<file path="src/rtl/c7bifu_pkg.sv">
`default_nettype none
// ============================================================================
// Module : c7bifu_pkg
// Brief  : Shared fetch-control definitions (prefetch address select encoding)
// Rev    : 1.0  initial release
// ============================================================================
package c7bifu_pkg;

    localparam int PF_SEL_W = 6;

    // Bit positions inside the one-hot {init,old,inc,brn,isr,ert} select bus
    typedef enum logic [2:0] {
        SEL_ERT  = 3'd0,
        SEL_ISR  = 3'd1,
        SEL_BRN  = 3'd2,
        SEL_INC  = 3'd3,
        SEL_OLD  = 3'd4,
        SEL_INIT = 3'd5
    } pf_sel_e;

    function automatic logic [PF_SEL_W-1:0] pf_sel_onehot(input pf_sel_e s);
        logic [PF_SEL_W-1:0] v;
        v    = '0;
        v[s] = 1'b1;
        return v;
    endfunction

endpackage
`default_nettype wire

</file>
<file path="src/rtl/c7bifu_fcl_udcnt.sv">
`default_nettype none
// ============================================================================
// Module : c7bifu_fcl_udcnt
// Brief  : Saturating up/down counter with parallel load; exposes next value
// Rev    : 1.0  initial release
// ============================================================================
module c7bifu_fcl_udcnt #(
    parameter int MAX = 4,
    parameter int W   = 3
) (
    input  logic         clk,
    input  logic         reset,
    input  logic         inc,
    input  logic         dec,
    input  logic         load,
    input  logic [W-1:0] load_val,
    output logic [W-1:0] cnt,
    output logic [W-1:0] cnt_next
);

    // Simultaneous inc and dec cancel; saturation keeps the count in 0..MAX
    always_comb begin
        cnt_next = cnt;
        if (load) begin
            cnt_next = load_val;
        end else if (inc && !dec) begin
            if (cnt != W'(MAX)) cnt_next = cnt + W'(1);
        end else if (dec && !inc) begin
            if (cnt != '0) cnt_next = cnt - W'(1);
        end
    end

    always_ff @(posedge clk) begin
        if (reset) cnt <= '0;
        else       cnt <= cnt_next;
    end

endmodule
`default_nettype wire

</file>
<file path="src/rtl/c7bifu_fcl_mo.sv">
`default_nettype none
// ============================================================================
// Module : c7bifu_fcl_mo
// Brief  : IFU fetch control - multiple-outstanding request issue, redirect
//          kill tracking and prefetch address select
// Rev    : 1.0  initial release
// ============================================================================
module c7bifu_fcl_mo
    import c7bifu_pkg::*;
#(
    parameter  int MAX_OUT = 4,
    parameter  int IQ_CW   = 4,
    localparam int CNT_W   = $clog2(MAX_OUT + 1)
) (
    input  logic                clk,
    input  logic                reset,
    output logic                ifu_icu_req_ic1,
    input  logic                icu_ifu_ack_ic1,
    input  logic                icu_ifu_data_valid_ic2,
    input  logic                exu_ifu_except,
    input  logic                exu_ifu_ertn,
    input  logic                exu_ifu_branch,
    input  logic                exu_ifu_stall,
    input  logic [IQ_CW-1:0]    iq_free,
    output logic [PF_SEL_W-1:0] pf_addr_sel,
    output logic                pf_addr_en,
    output logic                icu_data_vld,
    output logic                flush,
    output logic                stall,
    output logic [CNT_W-1:0]    outst_cnt
);

    localparam int CMP_W = (CNT_W + 1 > IQ_CW) ? CNT_W + 1 : IQ_CW;

    logic             init_q;
    logic             req_q;
    logic             req_n;
    logic             can_issue;
    logic             ack;
    logic             dv;
    logic             kill_dec;
    logic [CNT_W-1:0] outst_q;
    logic [CNT_W-1:0] outst_n;
    logic [CNT_W-1:0] kill_q;
    logic [CNT_W-1:0] kill_n;
    logic [CMP_W-1:0] live_n;

    assign ack   = icu_ifu_ack_ic1;
    assign dv    = icu_ifu_data_valid_ic2;
    assign flush = exu_ifu_except | exu_ifu_ertn | exu_ifu_branch;
    assign stall = exu_ifu_stall;

    // A return in the flush cycle is passed and already removed by outst_n
    assign kill_dec = dv & ~flush & (kill_q != '0);

    c7bifu_fcl_udcnt #(.MAX(MAX_OUT), .W(CNT_W)) u_outst (
        .clk      (clk),
        .reset    (reset),
        .inc      (ack),
        .dec      (dv),
        .load     (1'b0),
        .load_val ('0),
        .cnt      (outst_q),
        .cnt_next (outst_n)
    );

    c7bifu_fcl_udcnt #(.MAX(MAX_OUT), .W(CNT_W)) u_kill (
        .clk      (clk),
        .reset    (reset),
        .inc      (1'b0),
        .dec      (kill_dec),
        .load     (flush),
        .load_val (outst_n),
        .cnt      (kill_q),
        .cnt_next (kill_n)
    );

    // Killed returns are dropped before the IQ, so only live ones need credit
    always_comb begin
        live_n = '0;
        if (outst_n > kill_n) live_n = CMP_W'(outst_n - kill_n);
    end

    assign can_issue = ~init_q
                     & (outst_n < CNT_W'(MAX_OUT))
                     & (live_n < CMP_W'(iq_free));

    assign req_n = (req_q & ~ack) | can_issue;

    always_ff @(posedge clk) begin
        if (reset) begin
            init_q <= 1'b1;
            req_q  <= 1'b0;
        end else begin
            init_q <= 1'b0;
            req_q  <= req_n;
        end
    end

    always_comb begin
        pf_addr_sel = pf_sel_onehot(SEL_OLD);
        if (init_q || reset)   pf_addr_sel = pf_sel_onehot(SEL_INIT);
        else if (exu_ifu_except) pf_addr_sel = pf_sel_onehot(SEL_ISR);
        else if (exu_ifu_ertn)   pf_addr_sel = pf_sel_onehot(SEL_ERT);
        else if (exu_ifu_branch) pf_addr_sel = pf_sel_onehot(SEL_BRN);
        else if (ack)            pf_addr_sel = pf_sel_onehot(SEL_INC);
    end

    assign pf_addr_en      = init_q | reset | flush | ack;
    assign icu_data_vld    = dv & ~reset & (flush | (kill_q == '0));
    assign ifu_icu_req_ic1 = req_q;
    assign outst_cnt       = outst_q;

`ifndef SYNTHESIS
    a_outst_ovf: assert property (@(posedge clk) disable iff (reset)
        !(ack && !dv && outst_q == CNT_W'(MAX_OUT)))
        else $error("ack while outstanding count is at MAX_OUT");

    a_outst_unf: assert property (@(posedge clk) disable iff (reset)
        !(dv && !ack && outst_q == '0))
        else $error("data_valid with no outstanding request");
`endif

endmodule
`default_nettype wire

</file>
<file path="config.mk">
export PLATFORM = sky130hd
export DESIGN_NAME = c7bifu_fcl_mo
export DESIGN_NICKNAME = d
export VERILOG_FILES = /design/src/rtl/c7bifu_pkg.sv /design/src/rtl/c7bifu_fcl_udcnt.sv /design/src/rtl/c7bifu_fcl_mo.sv
export SDC_FILE = /design/constraint.sdc
export NUM_CORES = 1
export LEC_CHECK = 0
export ABC_AREA = 1
export BUFFER_PORTS_ARGS = -buffer_cell sky130_fd_sc_hd__clkbuf_2
export CAP_MARGIN = 10
export CORE_UTILIZATION = 43
export DETAILED_ROUTE_END_ITERATION = 6
export PLACE_DENSITY = 0.77
export SLEW_MARGIN = 25
export SYNTH_ARGS = -nofsm -noshare
export SYNTH_HDL_FRONTEND = slang
export SYNTH_SLANG_ARGS = --single-unit
</file>
<file path="constraint.sdc">
create_clock -name clk -period 4.4 [get_ports clk]
set_clock_uncertainty 0.05 [all_clocks]
set_input_delay 0.22 -clock clk [delete_from_list [all_inputs] [get_ports clk]]
set_output_delay 0.22 -clock clk [all_outputs]
set_load 0.01 [all_outputs]
</file>
======== Yosys cells after proc, flatten, opt, wreduce, memory -nomap -nowiden ========
Cells that the tools add are included.
storage, ports and cells
  register bits after elaboration ......... 8
  input bits .............................. 12
  logic and storage cells ................. 52
cells by class
  mux-type cells .......................... 14
  reduce and logical (&&, ||, !) cells .... 8
  bitwise logic cells ..................... 18
  $add $sub $neg .......................... 4
  magnitude comparators ................... 3
  equality and inequality tests ........... 1
operators by type and width
  cell                 number
  $mux 3               7
  $mux 5               4
  $and 1x1->1          7
  $or 1x1->1           7
  $mux 6               1
  $reduce_bool 3->1    2
  $sub 3x1->3 const B  2
  $lt 4x4->1           1
  $mux 4               1
  $not 1->1            4
  $sub 3x3->4          1
  $add 3x1->3 const B  1
  $gt 3x3->1           1
  $logic_not 3->1      1
  $lt 3x3->1 const B   1
  $ne 3x3->1 const B   1
  $logic_and 1x1->1    2
  $logic_not 1->1      2
  $logic_or 1x1->1     1
  $mux 1               1

======== Depth between registers and ports, before layout ========
Gate-level depths: netlist (run 1).
  word-level depth ........................ 12
  mapped depth ............................ 24

======== By module ========
Synthesis (run 1) repeated with hierarchy kept, for this count alone.
unflattened totals
  cells, all modules ...................... 162
  area, all modules ....................... 1042.2 um^2
by module, submodules not included
  module            times used  cells each  area each (um^2)
  c7bifu_fcl_udcnt  2           50          319.1
  c7bifu_fcl_mo     1           62          404.1

======== Worst setup path before layout (run 1) ========
OpenSTA, ideal clock, no wires.
  path kind ............................... register to register
  start ................................... reg u_outst.cnt[0]
  end ..................................... reg req_q, in the netlist ifu_icu_req_ic1
  arrival time ............................ 3077 ps
  setup time .............................. 64 ps
  clock period less this slack ............ 3191 ps
  setup slack ............................. 1209 ps
  stages on the path, launching flop included .. 25
  cells stage by stage .................... dfxtp_1 -> inv_1 -> ha_1 -> nand2_1 -> inv_1 -> o21ai_2 -> inv_1 -> nand2_1 -> nand3_1 -> nand2_1 -> inv_1 -> ha_1 -> fa_1 -> inv_1 -> fa_1 -> o21ai_0 -> a2111oi_0 -> ha_1 -> nand2_1 -> nand2_1 -> inv_1 -> nand2_1 -> nor2_1 -> nor2_1 -> nor2_1
between the ends
  word-level cells in the longest chain between the ends .. 10
  elaborated cells between the ends (all ways) .. 17
ends and longest elaborated chain
  element                                           line                    RTL
  start: declaration                                c7bifu_fcl_udcnt.sv:17  output logic [W-1:0] cnt,
  start signal: assignment                          c7bifu_fcl_udcnt.sv:35  else cnt <= cnt_next;
  $sub 3x1->3 or $reduce_bool 3->1 (tied branches)  c7bifu_fcl_udcnt.sv:29  if (cnt != '0) cnt_next = cnt - W'(1);
  $mux 3                                            c7bifu_fcl_udcnt.sv:29
  $mux 3                                            c7bifu_fcl_udcnt.sv:28  end else if (dec && !inc) begin
  $mux 3 *                                          c7bifu_fcl_udcnt.sv:26  end else if (inc && !dec) begin
  $mux 3 *                                          c7bifu_fcl_udcnt.sv:24  if (load) begin
  named net kill_n[0]                               c7bifu_fcl_mo.sv:45     logic [CNT_W-1:0] kill_n;
  $sub 3x3->4 or $gt 3x3->1 (tied branches)         c7bifu_fcl_mo.sv:81     if (outst_n > kill_n) live_n = CMP_W'(outst_n - kill_n);
  $mux 4 *                                          c7bifu_fcl_mo.sv:81
  $lt 4x4->1 *                                      c7bifu_fcl_mo.sv:86     & (live_n < CMP_W'(iq_free));
  $and 1x1->1 *                                     c7bifu_fcl_mo.sv:86
  $or 1x1->1 *                                      c7bifu_fcl_mo.sv:88     assign req_n = (req_q & ~ack) | can_issue;
  end signal: assignment                            c7bifu_fcl_mo.sv:96     req_q <= req_n;
  end: declaration                                  c7bifu_fcl_mo.sv:36     logic req_q;
The timed path passes the listed nets; every way through them passes the cells marked *.
A chain may end at the register's enable or synchronous reset.

======== Final worst setup path (run 1) ========
  start ................................... reg u_outst.cnt[1]
  end ..................................... reg req_q, in the netlist ifu_icu_req_ic1
between the ends
  word-level cells in the longest chain between the ends .. 10
  elaborated cells between the ends (all ways) .. 17
ends and longest elaborated chain
  element                                    line
  $reduce_bool 3->1                          c7bifu_fcl_udcnt.sv:29
  $mux 3                                     c7bifu_fcl_udcnt.sv:29
  $mux 3                                     c7bifu_fcl_udcnt.sv:28
  $mux 3 *                                   c7bifu_fcl_udcnt.sv:26
  $mux 3 *                                   c7bifu_fcl_udcnt.sv:24
  named net kill_n[0]                        c7bifu_fcl_mo.sv:45
  $sub 3x3->4 or $gt 3x3->1 (tied branches)  c7bifu_fcl_mo.sv:81
  $mux 4 *                                   c7bifu_fcl_mo.sv:81
  $lt 4x4->1 *                               c7bifu_fcl_mo.sv:86
  $and 1x1->1 *                              c7bifu_fcl_mo.sv:86
  $or 1x1->1 *                               c7bifu_fcl_mo.sv:88
Marked as above.

==> metrics.txt, run 1 <==
design area=between 1000 and 1500 um^2; Final Non-Filler Cells=roughly 190; pin count of the biggest net entering global routing=11; die height=approximately 47 um; worst vdd ir=0.0001436 V; DR WL/cell=a little over 9 um; Slowest-stage cell, CP=dfxtp_1; worst min-delay path category=input pin to flop; root buf cell=clkbuf_4; GR Layer Usage met1=between 10% and 20%; number of synthesized register bits=8; max_slew headroom=approximately 70%; CTS clock-pin slew for the worst setup and hold paths=0.06 ns; final worst path period share=about four fifths; CTS H-tree lvls=1; Lkg Pwr=about 0.6 nW; DIE AREA=2209 um^2; final hold violation count=0; unrepaired setup endpoints after global routing=false; global placement routability congestion=0.7993; final core utilization=56.43%; Inst Count DP=between 150 and 200; CTS Buffer Depth=2; met3 usage in global routing=about 1.2%; final hold slack=between 0.15 and 0.2 ns; number of global-route vias before repair=740; Boundary Pins=26; TritonRoute pass-1 iters=4; violation count after the first detailed-route iteration=14; Post-DP HPWL=approximately 1500 um; Avg Cell Area, Syn=between 6 and 7 um^2; Mapped Cells=roughly 140; slowest cell delay on critical path=about 0.40 ns; critical-path cell list=inv_1 -> ha_1 -> nand2_1 -> inv_1 -> o21ai_2 -> inv_1 -> nand2_1 -> nand3_1 -> nand2_1 -> inv_1 -> ha_1 -> fa_1 -> inv_1 -> fa_1 -> o21ai_0 -> a2111oi_0 -> ha_1 -> nand2_1 -> inv_1 -> nand2_1 -> nand2_1 -> nor2_1 -> nor2_1 -> nor2_1; final setup vio count=0; site row count=15; post-synth top area share=a little under a fifth; synthesized area=~870 um^2; Tot GR Track Use=between 10% and 20%; Worst Path Arrival=3.63 ns; Routed Antenna Nets=0; Final Slew Violations=0; Startpoint Class=flop; Core Area=approximately 1800 um^2; busiest grt layer=met2; Max FO, Critical Path=5; Seq/Total Area, Yosys=a little under a fifth; largest cells by area after synthesis=dfxtp_1 18%, ha_1 17%, inv_1 14%; most common cell after layout, fill and taps aside=inv_1; CTS Buf Count=3; max-cap viol count=0; first-pass GRT wire length=approximately 2800 um; Post-CTS Resized=0; maximum clock rate=~290 MHz; CTS tree=built; pwr dens=268.3 nW/um^2; Data required, critical path=about 4.5 ns; Post-Place Cell Area=about 1000 um^2; Num Clock Sinks=8; # fillers=around 190; grt total ovfl=0; most frequent cells in the layout=32 x inv_1, 30 x nand2_1, 23 x clkbuf_2; Via density=~4.6; initial core utilization=a little under half; final setup TNS=0 ns; synth warn=0; worst skew pair latency=0.26 ns; via count=roughly 870; syn_nets=roughly 170; Worst Max-Slew Pin Slew=0.4259 ns; Hold Buf Count CTS=0; number of diodes=0; endpoint class of the critical path=flop; post-CTS setup buffers=0; Setup CP Type=flop to flop; Tmin final=around 3.5 ns; outcome=complete, no violations; initial antenna violation count=0; die width=between 40 and 50 um; Distinct cells, synth=22; grt met2 use=between 30% and 40%; area leader, netlist=dfxtp_1; drt drc=0; WL final=1733 um; Area Growth Syn to Fin=17.96%; layout cells sized above 1=a little over a quarter; Final nets=between 150 and 200; number of port buffers=23
==> metrics by stage <==
stage | worst slack (ns) | power (W)
2_1_floorplan | 1.209 | 0.0001862
3_3_place_gp | 1.056 | 0.0002127
3_5_place_dp | 0.8662 | 0.0002204
4_1_cts | 0.8662 | 0.0002786
5_1_grt | 0.5210 | 0.0003030
6_report | 0.9070 | 0.0002756
==> critical path: cells and delay by family, from the launching register on <==
family                   cells  cell delay, ns
buffers and inverters        6            0.36
adder cells (fa/ha/maj)      5            1.28
flip-flops                   1            0.40
AO/OA/AOI/OAI                3            0.63
AND/OR/NAND/NOR             10            0.70
==> final timing paths <==
| check | startpoint | to | slack [ns] | cells after the start |
|---|---|---|---|---|
| worst max-delay path | u_outst.cnt[1] | ifu_icu_req_ic1 | 0.91 | 24 |
| worst min-delay path | reset | init_q | 0.19 | 1 |
| worst max register to register | u_outst.cnt[1] | ifu_icu_req_ic1 | 0.91 | 24 |
| worst min register to register | ifu_icu_req_ic1 | ifu_icu_req_ic1 | 0.52 | 4 |
==> per-layer routing <==
| layer | part of all wire (%) | up-vias |
|---|---|---|
| li1 | - | 460 |
| met1 | 45 | 383 |
| met2 | 51 | 25 |
| met3 | 3.6 | 0 |
| met4 | 0 | 0 |
| met5 | 0 | - |
==> power by group <==
part | internal [W] | total, W | switching (W)
sequential | 0.0000793 | 0.0000844 | 0.00000503
combinational | 0.0000529 | 0.000134 | 0.0000813
clock | 0.0000313 | 0.0000571 | 0.0000258
total | 0.000163 | 0.000276 | 0.000112
==> cell families after synthesis <==
family / share of synthesized area (%)
flops: 18.39
compound gates: 5.459
buf+inv: 17.39
fa+ha+maj: 21.84
simple gates: 36.93
==> cell usage after synthesis <==
cell type and n:
nand2_1 30, nor2_1 17, inv_2 3, dfxtp_1 8, o21ai_2 1, inv_1 32
clkinv_1 2, nand4_1 1, nor2_4 1, fa_1 2, nor2_2 4, o21ai_0 3
o21ai_1 2, nor3_1 3, nand3_2 2, buf_4 1, a2111oi_0 1, ha_1 12
nand3_1 6, a21oi_1 1, nand2_2 6, buf_2 1
==> flip-flops by register name, indices dropped and copies added (netlist names) <==
signal	flops
u_kill.cnt	3
ifu_icu_req_ic1	1
init_q	1
u_outst.cnt	3
==> cell type report <==
cell class	instances	area (um^2)	area share, %
well taps	25	31.28	3.045
inverters	37	138.9	13.52
repair buffers	23	115.1	11.21
flip-flops and latches	8	160.2	15.59
multi-input cells	92	559.3	54.45
clock buffers	3	22.52	2.192
(Power assumes the default switching activity.)
==> run 2: changes to the inputs <==
==> constraint.sdc (replaced) <==
create_clock -name clk -period 3.4 [get_ports clk]
set_clock_uncertainty 0.05 [all_clocks]
set_input_delay 0.17 -clock clk [delete_from_list [all_inputs] [get_ports clk]]
set_output_delay 0.17 -clock clk [all_outputs]
set_load 0.01 [all_outputs]
==> run 2 against run 1 <==
Sequential power increased by 30%; worst hold slack got worse by 0.044 ns; first-iteration DRC count fell by 14%; worst setup slack got worse by 0.69 ns; routed wire length grew 12%; critical path type unchanged.
==> metrics.txt, run 2 (synthesis results as in run 1) <==
CTS H-tree lvls=1 (unchanged); violation count after the first detailed-route iteration=12 (was 14); final core utilization=62.13% (was 56.43%); DIE AREA=2209 um^2 (unchanged); grt total ovfl=0 (unchanged); number of global-route vias before repair=707 (was 740); CTS Buf Count=3 (unchanged); Boundary Pins=26 (unchanged); Post-DP HPWL=1527 um (was 1492 um); Setup CP Type=flop to flop (unchanged); max-cap viol count=0 (unchanged); layout cells sized above 1=39.52% (was 26.38%); CTS clock-pin slew for the worst setup and hold paths=0.05 ns (was 0.06 ns); via count=898 (was 868); R2R cell count=23 (was 24); max_slew headroom=82.29% (was 70.88%); final setup vio count=0 (unchanged); maximum clock rate=314.5 MHz (was 286.3 MHz); Data required, critical path=3.54 ns (was 4.54 ns); RR Startpoint=u_kill.cnt[1] (was u_outst.cnt[1]); Final nets=195 (was 191); CTS tree=built (unchanged); endpoint class of the critical path=flop (unchanged); Worst Hold Path Cells=1 (unchanged); Worst Path Arrival=3.32 ns (was 3.63 ns); Worst Max-Slew Pin Slew=0.2657 ns (was 0.4259 ns); most common cell after layout, fill and taps aside=nand2_1 (was inv_1); pwr dens=365.9 nW/um^2 (was 268.3 nW/um^2); final worst path period share=93.53% (was 79.39%); TritonRoute pass-1 iters=4 (unchanged); die height=47 um (unchanged); global placement routability congestion=0.7682 (was 0.7993); Setup crit start=u_kill.cnt[1] (was u_outst.cnt[1]); Tot GR Track Use=19.37% (was 17.81%); worst vdd ir=0.0002243 V (was 0.0001436 V); Top Registers=u_kill.cnt: 3 flops, u_outst.cnt: 3 flops (unchanged); Final Non-Filler Cells=192 (was 188); Hold Buf Count CTS=0 (unchanged); number of port buffers=23 (unchanged); Lkg Pwr=0.6213 nW (was 0.5968 nW); reg2reg end=ifu_icu_req_ic1 (unchanged); site row count=15 (unchanged); initial core utilization=47.84% (unchanged); Routed Antenna Nets=0 (unchanged); # fillers=168 (was 186); initial antenna violation count=0 (unchanged); Via density=4.677 (was 4.617); Worst R2R Setup Slack=0.22 ns (was 0.91 ns); Area Growth Syn to Fin=29.88% (was 17.96%); Num Clock Sinks=8 (unchanged); Startpoint Class=flop (unchanged); worst min-delay path category=input pin to flop (unchanged); die width=47 um (unchanged); most frequent cells in the layout=28 x nand2_1, 27 x inv_1, 23 x clkbuf_2 (was 32 x inv_1, 30 x nand2_1, 23 x clkbuf_2); DR WL/cell=10.07 um (was 9.218 um); Tmin final=3.180 ns (was 3.493 ns); WL final=1933 um (was 1733 um); Inst Count DP=186 (was 185); pin count of the biggest net entering global routing=11 (unchanged); Final Slew Violations=0 (unchanged); Max FO, Critical Path=4 (was 5); crit path to=ifu_icu_req_ic1 (unchanged); first-pass GRT wire length=2870 um (was 2808 um); worst skew pair latency=0.26 ns (about the same); outcome=complete, no violations (unchanged); final hold violation count=0 (unchanged); root buf cell=clkbuf_4 (unchanged); number of diodes=0 (unchanged); CTS Buffer Depth=2 (unchanged); drt drc=0 (unchanged); Core Area=1821 um^2 (unchanged)
[run 2: cell type report]
type	instances	area, um^2	area share [%]
clock buffers	3	22.52	1.991
multi-input cells	92	629.4	55.64
well taps	25	31.28	2.765
inverters	37	138.9	12.28
repair buffers	27	145.1	12.83
flip-flops and latches	8	163.9	14.49
[run 2: where the power goes]
group	switching, W	total, W	internal [W]
clock	0.0000327	0.0000731	0.0000404
sequential	0.00000649	0.000110	0.000104
combinational	0.000133	0.000231	0.0000976
total	0.000172	0.000414	0.000242
[run 2: how the worst min path moves through the flow]
stage / from / end / slack, ns
5_1_grt: reset / init_q / 0.16
3_3_place_gp: exu_ifu_stall / stall / 0.29
4_1_cts: reset / init_q / 0.15
6_report: reset / init_q / 0.15
2_1_floorplan: reset / init_q / 0.15
3_5_place_dp: exu_ifu_stall / stall / 0.29
[run 2: layer usage]
metal / part of all wire, % / GRT usage [%]
met1: 42 / 21.16
met2: 51 / 34.44
met3: 4.5 / 2.692
met4: 2.5 / 13.14
met5: 0 / 0
[run 2: repair_timing]
| action | CTS | global route |
|---|---|---|
| gates cloned | 0 | 0 |
| endpoints found under the setup margin | 1 | 1 |
| pin swaps | 2 | 10 |
| setup buffers | 0 | 3 |
| resized for setup | 7 | 19 |
[run 2: per-stage QoR]
stage / setup TNS, ns / setup WS (ns) / total power (W) / cell area (um^2) / hold slack (ns)
after floorplan: 0 / 0.2092 / 0.0002410 / 870.8 / 0.1477
after CTS: 0 / 0.003590 / 0.0003844 / 1061 / 0.1501
after global routing: -0.03477 / -0.03477 / 0.0004552 / 1131 / 0.1618
after global placement: 0 / 0.007488 / 0.0002778 / 1012 / 0.2901
final: 0 / 0.2201 / 0.0004138 / 1131 / 0.1490
after detailed placement: -0.1991 / -0.1991 / 0.0002871 / 1012 / 0.2901
[run 2: worst max-delay path: stages (launching register included)]
cell	delay, ns
dfxtp_2	0.32
inv_1	0.04
ha_2	0.18
ha_2	0.17
inv_2	0.05
nand3_2	0.10
nand2_1	0.09
nand3_1	0.09
nand2_1	0.10
inv_1	0.07
ha_4	0.16
fa_2	0.35
inv_2	0.07
fa_2	0.23
o21ai_4	0.08
a2111oi_4	0.20
ha_1	0.30
nand2_1	0.07
inv_1	0.03
nand2_1	0.06
nand2_1	0.05
nor2_1	0.10
nor2_1	0.05
nor2_1	0.11
==> run 3: changes to the inputs <==
--- a/config.mk
+++ b/config.mk
@@ -6,8 +6,9 @@
 export NUM_CORES = 1
 export LEC_CHECK = 0
 export ABC_AREA = 1
-export BUFFER_PORTS_ARGS = -buffer_cell sky130_fd_sc_hd__clkbuf_2
+export BUFFER_PORTS_ARGS = -buffer_cell sky130_fd_sc_hd__buf_2
 export CAP_MARGIN = 10
+export CORE_ASPECT_RATIO = 0.7
 export CORE_UTILIZATION = 43
 export DETAILED_ROUTE_END_ITERATION = 6
 export PLACE_DENSITY = 0.77
==> run 3 against run 2 <==
Combinational power shrank 16%; register-to-register slack better by 0.02 ns; highest routed layer is now met3; non-clock buffer count shrank 2; global-route usage down 2.6 points; maximum frequency increased by 0.78%; routed wire length is 9.9% lower; critical path type unchanged; worst setup slack improved by 0.025 ns.
==> metrics.txt, run 3 (synthesis results as in run 1) <==
number of port buffers=23 (unchanged); worst min-delay path category=input pin to flop (unchanged); sequential cell area=161.4 um^2 (was 163.9 um^2); slowest cell delay on critical path=0.43 ns (was 0.35 ns); CTS Buf Count=3 (unchanged); clock share of power=19.1% (was 17.7%); root buf cell=clkbuf_4 (unchanged); first-pass GRT wire length=2801 um (was 2870 um); drt drc=0 (unchanged); Num Clock Sinks=8 (unchanged); final core utilization=56.23% (was 62.13%); Combinational Power Share=52.1% (was 55.7%); Boundary Pins=26 (unchanged); TritonRoute pass-1 iters=4 (unchanged); Setup CP Type=flop to flop (unchanged); initial antenna violation count=0 (unchanged); maximum clock rate=316.9 MHz (was 314.5 MHz); CTS clock-pin slew for the worst setup and hold paths=0.06 ns (was 0.05 ns); WL final=1741 um (was 1933 um); worst vdd ir=0.0001955 V (was 0.0002243 V); outcome=complete, no violations (unchanged); design area=1061 um^2 (was 1131 um^2); die width=55.79 um (was 47 um); max-cap viol count=0 (unchanged); pwr dens=353.0 nW/um^2 (was 365.9 nW/um^2); most frequent cells in the layout=31 x inv_1, 28 x nand2_1, 23 x buf_2 (was 28 x nand2_1, 27 x inv_1, 23 x clkbuf_2); number of diodes=0 (unchanged); Critical Path Stages=23 (unchanged); final setup vio count=0 (unchanged); final hold violation count=0 (unchanged); CTS H-tree lvls=1 (unchanged); max_slew headroom=82.30% (was 82.29%); pin count of the biggest net entering global routing=11 (unchanged); die height=39.65 um (was 47 um); switching power=0.0001492 W (was 0.0001723 W); DIE AREA=2212 um^2 (was 2209 um^2); worst skew pair latency=0.25 ns (was 0.26 ns); number of global-route vias before repair=705 (was 707); Startpoint Class=flop (unchanged); Routed Antenna Nets=0 (unchanged); Slowest-stage cell, CP=fa_2 (unchanged); Area Growth Syn to Fin=21.84% (was 29.88%); Tmin final=3.155 ns (was 3.180 ns); Hold Buf Count CTS=0 (unchanged); initial core utilization=46.15% (was 47.84%); layout cells sized above 1=33.33% (was 39.52%); multi-input combinational cell area=580.6 um^2 (was 629.4 um^2); Worst Hold Path Cells=1 (unchanged); # fillers=201 (was 168); Worst Max-Slew Pin Slew=0.2628 ns (was 0.2657 ns); Flop pwr share=28.9% (was 26.6%); R2R cell count=23 (unchanged); Worst Path Arrival=3.24 ns (was 3.32 ns); unrepaired setup endpoints after global routing=false; pre-CTS setup slack=-0.03891 ns (was -0.1991 ns); delay-heaviest family, CP=adder cells (unchanged); internal power=0.0002254 W (was 0.0002415 W); grt total ovfl=0 (unchanged); Data required, critical path=3.48 ns (was 3.54 ns); critical path buffer and inverter count=6 (was 5); final worst path period share=92.80% (was 93.53%); Final nets=193 (was 195); violation count after the first detailed-route iteration=25 (was 12); fin worst setup slack=0.2447 ns (was 0.2201 ns); global placement routability congestion=0.8476 (was 0.7682); most common cell after layout, fill and taps aside=inv_1 (was nand2_1); endpoint class of the critical path=flop (unchanged); Tot GR Track Use=16.74% (was 19.37%); Post-DP HPWL=1515 um (was 1527 um); Switching Fraction=39.82% (was 41.64%); Top Registers=u_kill.cnt: 3 flops, u_outst.cnt: 3 flops (unchanged); CTS Buffer Depth=2 (unchanged); Max FO, Critical Path=4 (unchanged); CTS tree=built (unchanged); Post-Place Cell Area=1016 um^2 (was 1012 um^2); final hold slack=0.1218 ns (was 0.1490 ns); DR WL/cell=9.310 um (was 10.07 um); Worst R2R Setup Slack=0.24 ns (was 0.22 ns); site row count=13 (was 15); Via density=4.545 (was 4.677); Core Area=1887 um^2 (was 1821 um^2); via count=850 (was 898); critical-path cell list=inv_1 -> ha_1 -> ha_1 -> inv_1 -> nand3_2 -> nand2_1 -> nand3_1 -> nand2_1 -> inv_1 -> ha_2 -> fa_2 -> inv_2 -> fa_2 -> inv_1 -> nor2_1 -> ha_1 -> nand2_1 -> inv_1 -> nand2_1 -> nand2_1 -> nor2_1 -> nor2_1 -> nor2_1 (was inv_1 -> ha_2 -> ha_2 -> inv_2 -> nand3_2 -> nand2_1 -> nand3_1 -> nand2_1 -> inv_1 -> ha_4 -> fa_2 -> inv_2 -> fa_2 -> o21ai_4 -> a2111oi_4 -> ha_1 -> nand2_1 -> inv_1 -> nand2_1 -> nand2_1 -> nor2_1 -> nor2_1 -> nor2_1); Lkg Pwr=0.6110 nW (was 0.6213 nW); Final Slew Violations=0 (unchanged)
run 3: changes by cell type in the layout (fill, tap and decap cells not counted), sizes merged:
cell	before	now
buf	4	25
clkbuf	26	3
run 3: through the flow:
step                 power, W  std cells  setup TNS, ns
finish              0.0003746        187              0
global route        0.0004095        187              0
floorplan           0.0002410        139              0
detailed placement  0.0002936        184       -0.03891
global placement    0.0002839        184              0
CTS                 0.0003765        187              0
run 3: per-layer routing:
| layer | part of all wire (%) | GRT usage (%) | vias to the layer above |
|---|---|---|---|
| met5 | 0 | 0 | - |
| li1 | - | - | 465 |
| met3 | 3.7 | 1.320 | 0 |
| met4 | 0 | 6.250 | 0 |
| met1 | 49 | 20.82 | 362 |
| met2 | 47 | 31.33 | 23 |
run 3: final timing paths:
kind              startpoint               to
min                    reset           init_q
max            u_kill.cnt[0]  ifu_icu_req_ic1
min reg2reg  ifu_icu_req_ic1  ifu_icu_req_ic1
max reg2reg    u_kill.cnt[0]  ifu_icu_req_ic1
run 3: what timing repair did:
| item | 4_1_cts | 5_1_grt |
|---|---|---|
| setup buffers | 0 | 0 |
| setup endpoints to repair | 1 | 1 |
| gates resized for setup | 6 | 6 |
| pin swaps | 2 | 3 |
| gates cloned | 0 | 0 |
run 3: worst reg2reg max path: stages, from the launching register on:
cell	delay (ns)
dfxtp_1	0.33
inv_1	0.06
ha_1	0.21
ha_1	0.19
inv_1	0.07
nand3_2	0.12
nand2_1	0.10
nand3_1	0.07
nand2_1	0.08
inv_1	0.05
ha_2	0.18
fa_2	0.33
inv_2	0.07
fa_2	0.43
inv_1	0.06
nor2_1	0.04
ha_1	0.26
nand2_1	0.04
inv_1	0.04
nand2_1	0.05
nand2_1	0.05
nor2_1	0.03
nor2_1	0.08
nor2_1	0.04
run 3: layout make-up:
type / instances / area share [%]
Clock buffer: 3 / 2.123
Sequential cell: 8 / 15.21
Multi-Input combinational cell: 92 / 54.72
Timing Repair Buffer: 25 / 12.26
Tap cell: 22 / 2.594
Inverter: 37 / 13.09
run 3: power by group through the flow:
| stage | combinational (W) | sequential [W] | clock (W) |
|---|---|---|---|
| after floorplan | 0.000129 | 0.000112 | 0 |
| after global placement | 0.000174 | 0.000110 | 0 |
| after detailed placement | 0.000184 | 0.000110 | 0 |
| after CTS | 0.000195 | 0.000108 | 0.0000733 |
| after global routing | 0.000223 | 0.000109 | 0.0000774 |
| final | 0.000195 | 0.000108 | 0.0000714 |
